--- src/rtl/mem_port_arbiter_if.sv ---
// Shared memory-port bus between the IF/MEM port arbiter (master) and the memory model (slave).
// Request fields are registered by the master; ack/rdata come back from the memory in the same cycle.
interface mem_port_arbiter_if #(
    parameter int ADDR_W = 32,
    parameter int DATA_W = 32
);
    logic              port_req_o;
    logic              port_we_o;
    logic [ADDR_W-1:0] port_addr_o;
    logic [DATA_W-1:0] port_wdata_o;
    logic              port_ack_i;
    logic [DATA_W-1:0] port_rdata_i;

    modport master (
        output port_req_o, port_we_o, port_addr_o, port_wdata_o,
        input  port_ack_i, port_rdata_i
    );

    modport slave (
        input  port_req_o, port_we_o, port_addr_o, port_wdata_o,
        output port_ack_i, port_rdata_i
    );
endinterface

--- src/rtl/mem_port_arbiter.sv ---
// Arbitrates the single memory port between IF fetch and MEM load/store, MEM first, once per pipeline slot.
// Optional ack timeout with sticky err_o is enabled by defining MEM_ARB_TIMEOUT_EN.
module mem_port_arbiter #(
    parameter int ADDR_W  = 32,
    parameter int DATA_W  = 32,
    parameter int TIMEOUT = 255
) (
    input  logic              clk_i,
    input  logic              rst_i,
    input  logic              if_req_i,
    input  logic [ADDR_W-1:0] if_addr_i,
    input  logic              mem_req_i,
    input  logic              mem_we_i,
    input  logic [ADDR_W-1:0] mem_addr_i,
    input  logic [DATA_W-1:0] mem_wdata_i,
    output logic [DATA_W-1:0] if_rdata_o,
    output logic [DATA_W-1:0] mem_rdata_o,
    output logic              pipe_stall_o,
    output logic              err_o,
    mem_port_arbiter_if.master memPort
);

    typedef enum logic [1:0] {
        IDLE    = 2'd0,
        MEM_ACC = 2'd1,
        IF_ACC  = 2'd2
    } arbState_e;

    arbState_e state, stateNext;
    logic      ifServed, memServed;
    logic      grantMem, grantIf, accDone, timedOut;

    // A slot advances on any edge where nothing is left unserved.
    assign pipe_stall_o = (if_req_i & ~ifServed) | (mem_req_i & ~memServed);

`ifdef MEM_ARB_TIMEOUT_EN
    localparam int CNT_W = ($clog2(TIMEOUT + 1) > 8) ? $clog2(TIMEOUT + 1) : 8;

    logic [CNT_W-1:0] waitCnt;

    assign timedOut = (state != IDLE) && !memPort.port_ack_i &&
                      (waitCnt == CNT_W'(TIMEOUT - 1));

    always_ff @(posedge clk_i or negedge rst_i) begin
        if (!rst_i) begin
            waitCnt <= '0;
            err_o   <= 1'b0;
        end else begin
            if (grantMem || grantIf) begin
                waitCnt <= '0;
            end else if (state != IDLE) begin
                waitCnt <= waitCnt + 1'b1;
            end
            if (timedOut) begin
                err_o <= 1'b1;
            end
        end
    end
`else
    assign timedOut = 1'b0;
    assign err_o    = 1'b0;
`endif

    // NOTE: sequential state uses non-blocking assignments so every register samples pre-edge values.
    always_ff @(posedge clk_i or negedge rst_i) begin
        if (!rst_i) begin
            state <= IDLE;
        end else begin
            state <= stateNext;
        end
    end

    // NOTE: every output of this block gets a default first, so no path can infer a latch.
    always_comb begin
        stateNext = state;
        grantMem  = 1'b0;
        grantIf   = 1'b0;
        accDone   = 1'b0;
        case (state)
            IDLE: begin
                if (mem_req_i && !memServed) begin
                    grantMem  = 1'b1;
                    stateNext = MEM_ACC;
                end else if (if_req_i && !ifServed) begin
                    grantIf   = 1'b1;
                    stateNext = IF_ACC;
                end
            end
            MEM_ACC, IF_ACC: begin
                if (memPort.port_ack_i || timedOut) begin
                    accDone   = 1'b1;
                    stateNext = IDLE;
                end
            end
            default: stateNext = IDLE;
        endcase
    end

    always_ff @(posedge clk_i or negedge rst_i) begin
        if (!rst_i) begin
            memPort.port_req_o   <= 1'b0;
            memPort.port_we_o    <= 1'b0;
            memPort.port_addr_o  <= '0;
            memPort.port_wdata_o <= '0;
            ifServed             <= 1'b0;
            memServed            <= 1'b0;
            if_rdata_o           <= '0;
            mem_rdata_o          <= '0;
        end else begin
            if (grantMem) begin
                memPort.port_req_o   <= 1'b1;
                memPort.port_we_o    <= mem_we_i;
                memPort.port_addr_o  <= mem_addr_i;
                memPort.port_wdata_o <= mem_wdata_i;
            end else if (grantIf) begin
                memPort.port_req_o  <= 1'b1;
                memPort.port_we_o   <= 1'b0;
                memPort.port_addr_o <= if_addr_i;
            end else if (accDone) begin
                memPort.port_req_o <= 1'b0;
            end

            // Stall is high throughout an access, so setting and clearing a flag never collide.
            if (!pipe_stall_o) begin
                ifServed  <= 1'b0;
                memServed <= 1'b0;
            end else if (accDone) begin
                if (state == IF_ACC) ifServed <= 1'b1;
                else                 memServed <= 1'b1;
            end

            if (accDone && state == IF_ACC) begin
                if_rdata_o <= timedOut ? '0 : memPort.port_rdata_i;
            end
            if (accDone && state == MEM_ACC && !memPort.port_we_o) begin
                mem_rdata_o <= timedOut ? '0 : memPort.port_rdata_i;
            end
        end
    end

endmodule

--- src/flat_wrapper.sv ---
// flat-port wrapper written by rule: the top's interface ports become plain ports
module mem_port_arbiter_flat 
#(
    parameter int ADDR_W  = 32,
    parameter int DATA_W  = 32,
    parameter int TIMEOUT = 255
)
  (clk_i, rst_i, if_req_i, if_addr_i, mem_req_i, mem_we_i, mem_addr_i, mem_wdata_i, if_rdata_o, mem_rdata_o, pipe_stall_o, err_o, memPort_port_req_o, memPort_port_we_o, memPort_port_addr_o, memPort_port_wdata_o, memPort_port_ack_i, memPort_port_rdata_i);
  mem_port_arbiter_if #(.ADDR_W(ADDR_W), .DATA_W(DATA_W)) memPort_i ();
  input  logic clk_i;
  input  logic rst_i;
  input  logic if_req_i;
  input  logic [ADDR_W-1:0] if_addr_i;
  input  logic mem_req_i;
  input  logic mem_we_i;
  input  logic [ADDR_W-1:0] mem_addr_i;
  input  logic [DATA_W-1:0] mem_wdata_i;
  output logic [DATA_W-1:0] if_rdata_o;
  output logic [DATA_W-1:0] mem_rdata_o;
  output logic pipe_stall_o;
  output logic err_o;
  output wire logic [$bits(memPort_i.port_req_o)-1:0] memPort_port_req_o;
  output wire logic [$bits(memPort_i.port_we_o)-1:0] memPort_port_we_o;
  output wire logic [$bits(memPort_i.port_addr_o)-1:0] memPort_port_addr_o;
  output wire logic [$bits(memPort_i.port_wdata_o)-1:0] memPort_port_wdata_o;
  input wire logic [$bits(memPort_i.port_ack_i)-1:0] memPort_port_ack_i;
  input wire logic [$bits(memPort_i.port_rdata_i)-1:0] memPort_port_rdata_i;
  assign memPort_port_req_o = memPort_i.port_req_o;
  assign memPort_port_we_o = memPort_i.port_we_o;
  assign memPort_port_addr_o = memPort_i.port_addr_o;
  assign memPort_port_wdata_o = memPort_i.port_wdata_o;
  assign memPort_i.port_ack_i = memPort_port_ack_i;
  assign memPort_i.port_rdata_i = memPort_port_rdata_i;
  mem_port_arbiter #(.ADDR_W(ADDR_W), .DATA_W(DATA_W), .TIMEOUT(TIMEOUT)) u_core (.clk_i(clk_i), .rst_i(rst_i), .if_req_i(if_req_i), .if_addr_i(if_addr_i), .mem_req_i(mem_req_i), .mem_we_i(mem_we_i), .mem_addr_i(mem_addr_i), .mem_wdata_i(mem_wdata_i), .if_rdata_o(if_rdata_o), .mem_rdata_o(mem_rdata_o), .pipe_stall_o(pipe_stall_o), .err_o(err_o), .memPort(memPort_i));
endmodule
--- config.mk ---
export PLATFORM = sky130hd
export DESIGN_NAME = mem_port_arbiter_flat
export DESIGN_NICKNAME = d
export VERILOG_FILES = /design/src/rtl/mem_port_arbiter_if.sv /design/src/rtl/mem_port_arbiter.sv /design/src/flat_wrapper.sv
export SDC_FILE = /design/constraint.sdc
export NUM_CORES = 1
export LEC_CHECK = 0
export ABC_AREA = 1
export ABC_CLOCK_PERIOD_IN_PS = 2100
export BUFFER_PORTS_ARGS = -buffer_cell sky130_fd_sc_hd__buf_4
export CORE_UTILIZATION = 50
export CTS_CLUSTER_DIAMETER = 120
export CTS_CLUSTER_SIZE = 14
export DETAILED_ROUTE_END_ITERATION = 12
export PLACE_DENSITY = 0.91
export SLEW_MARGIN = 15
export SYNTH_ARGS = -nofsm -noshare
export SYNTH_HDL_FRONTEND = slang
export SYNTH_SLANG_ARGS = --single-unit
--- constraint.sdc ---
create_clock -name clk_i -period 2.1 [get_ports clk_i]
set_input_delay 0.525 -clock clk_i [delete_from_list [all_inputs] [get_ports clk_i]]
set_output_delay 0.525 -clock clk_i [all_outputs]
set_load 0.02 [all_outputs]
==> results.json <==
{
  "cp_slowest_cell": "dfrtp_1",
  "wl_per_cell_um": 14.5,
  "finalSetupViolCount": 0,
  "clk_pin_slew_ns": 0.06,
  "fin_nets": 1054,
  "slew_viol_final": 0,
  "synth.area.top_cells": "dfrtp_1, nand2_1, o21ai_0, nand4_1, inv_1",
  "io_buffers": 264,
  "ys_seq_area_share_pct": 59.2,
  "leakage_nw": 4.73,
  "cts_hold_buf": 0,
  "die-area_um2": 11800,
  "grtUsageTotal_pct": 27.0,
  "hold_viol": 0,
  "crit_fanout": 9,
  "worst_pin_slew_ns": 0.513,
  "route.detailed.drc": 0,
  "cts_made_buffers": 17,
  "critPathLaunchType": "flip-flop",
  "drt_wl_total_mm": 15.5,
  "synth_nets": 800,
  "place_hpwl_mm": 11.1,
  "vias": 5384,
  "gp_routability_congestion": 0.849,
  "cpPeakStageDelay_ns": 0.37,
  "cap_viol_max_count": 0,
  "synthCells": 663,
  "cts_buffer_depth": 2,
  "timing.final.crit_share_pct": 85.2,
  "grt_pass1_vias": 5235,
  "outcome": "complete, no violations",
  "cp.buffers_inverters": 2,
  "cts.sinks": 134,
  "cp_data_arrival_time_ns": 1.26,
  "period_needed_ns": 1.79,
  "path_cells": "inv_2 > nand2_2 > nand2_4 > buf_4",
  "max_slew_margin_pct": 65.8,
  "vias_per_cell": 5.04,
  "insertedDiodeCount": 0,
  "ys_seq_elements": 134,
  "crit_path_end_kind": "output port",
  "power_density_nw_per_um2": 1650,
  "dieHeight_um": 108,
  "final_cell_mix": "nand2_1, buf_4, dfrtp_1, o21ai_0, inv_1",
  "irDropWorstVdd_mv": 1.18,
  "grt_max_degree": 65,
  "syn_avg_cell_area_um2": 8.55,
  "yosys_warnings": 0,
  "grt_overflow": 0,
  "yosys.area.top_type": "dfrtp_1",
  "skew_ns": 0.0147,
  "clock.fmax_mhz": 559,
  "yosysTopAreaCellShare_pct": 59.2,
  "cts_tree": "done",
  "critPathRequiredTime_ns": 1.57,
  "start_util_pct": 51.8,
  "fp.dieW_um": 108,
  "setup_tns_ns": 0,
  "final_common_cell": "nand2_1",
  "drive_above_1_share_pct": 33.8,
  "utilization_pct": 76.2,
  "netlist_area_um2": 5670,
  "crit_type": "flip-flop to output port",
  "grt_first_pass_wirelength_mm": 24.5,
  "post_cts_resized": 0,
  "core_area_um2": 10900,
  "crit_family": "flip-flops",
  "antenna_found_initial": 0,
  "ios": 266,
  "drt_pass1_iterations": 5,
  "synth.distinct_cells": 20,
  "root_buffer": "clkbuf_16",
  "syn2layout_area_growth_pct": 47.1,
  "clock_latency_ns": 0.40,
  "post_cts.repair.setup_buffers": 0,
  "rows": 38,
  "rsz0062_at_grt": "no",
  "hold_path.class": "input port to asynchronous set/reset pin",
  "h-tree-depth": 4,
  "drt_iter0_drc": 381,
  "final_antenna_net_count": 0
}
[per-stage QoR]
step                      instances  setup WS, ns  power [mW]  hold slack (ns)  cell area, um2
after floorplan                 663         0.721        8.00            0.229            5670
after detailed placement       1038         0.545        10.7            0.466            7720
after global placement         1038         0.570        10.4            0.464            7720
after CTS                      1069         0.288        13.8           0.0866            8340
final                          1069         0.311        13.7           0.0714            8340
after global routing           1069         0.238        14.5           0.0980            8340
[final cells by class]
| type | instances | area [um2] |
|---|---|---|
| Timing Repair Buffer | 276 | 2130 |
| Sequential cell | 134 | 3350 |
| Clock inverter | 12 | 176 |
| Tap cell | 140 | 175 |
| Multi-Input combinational cell | 447 | 1910 |
| Fill cell | 792 | 2600 |
| Clock buffer | 19 | 443 |
| Inverter | 41 | 156 |
[worst reg2reg max path, delay by kind of cell (launching register included)]
family / cells / cell delay (ns)
fa+ha+maj: 1 / 0.27
flops: 1 / 0.37
simple gates: 5 / 0.48
buf+inv: 2 / 0.40
[sequential cells by signal, indices dropped and copies added, names as in the netlist]
| signal | flops |
|---|---|
| u_core.memPort.port_wdata_o | 32 |
| u_core.memPort.port_addr_o | 32 |
| u_core.memPort.port_req_o | 1 |
| u_core.ifServed | 1 |
| u_core.state | 2 |
| u_core.if_rdata_o | 32 |
| u_core.memServed | 1 |
| u_core.memPort.port_we_o | 1 |
| u_core.mem_rdata_o | 32 |
[worst paths after layout]
check                           cells past startpoint                              end  slack (ns)                            start
worst max register to register                      8   u_core.memPort.port_addr_o[25]        0.53                  u_core.state[0]
max in group asynchronous                           2            u_core.mem_rdata_o[5]        1.39                            rst_i
worst min-delay path                                1           u_core.mem_rdata_o[24]        0.07                            rst_i
min in group clk_i                                  3   u_core.memPort.port_wdata_o[3]        0.31                   mem_wdata_i[3]
worst min register to register                      2  u_core.memPort.port_wdata_o[15]        0.48  u_core.memPort.port_wdata_o[15]
worst max-delay path                                4                     pipe_stall_o        0.31                 u_core.memServed
[Yosys cell counts]
| cell | instances |
|---|---|
| buf_2 | 21 |
| dfrtp_1 | 134 |
| clkinv_1 | 1 |
| buf_6 | 7 |
| nand3_1 | 2 |
| o21ai_0 | 52 |
| nand2_1 | 338 |
| o21ai_1 | 13 |
| nand2_4 | 2 |
| ha_1 | 3 |
| inv_4 | 1 |
| nand4_1 | 33 |
| conb_1 | 1 |
| nand3b_2 | 1 |
| buf_4 | 6 |
| nand3_2 | 1 |
| clkbuf_1 | 7 |
| inv_1 | 38 |
| inv_2 | 1 |
| nand2_2 | 1 |
[per-layer routing]
metal  vias up  GRT usage [%]  wire [um]
met5         -              0          0
met4         0           11.0        432
met3        40           6.27       1020
met2       236           48.1       8170
met1      2530           31.3       5910
li1       2578              -          -
[report_power, final]
group	total, mW	switching, mW	internal (mW)
Sequential	4.48	0.704	3.78
Clock	3.06	1.05	2.01
Combinational	6.17	3.74	2.43
Total	13.7	5.50	8.22
[cell families (layout without fill, tap and decap cells)]
kind of cell    count (synthesis)  in the layout  share of synthesized area, %
compound gates                 65             65                          5.74
fa+ha+maj                       3              3                         0.662
buf+inv                        82            348                          7.26
flops                         134            134                          59.2
other cells                     1              1                        0.0662
simple gates                  378            378                          27.1
Power figures use the tool's default switching activity.
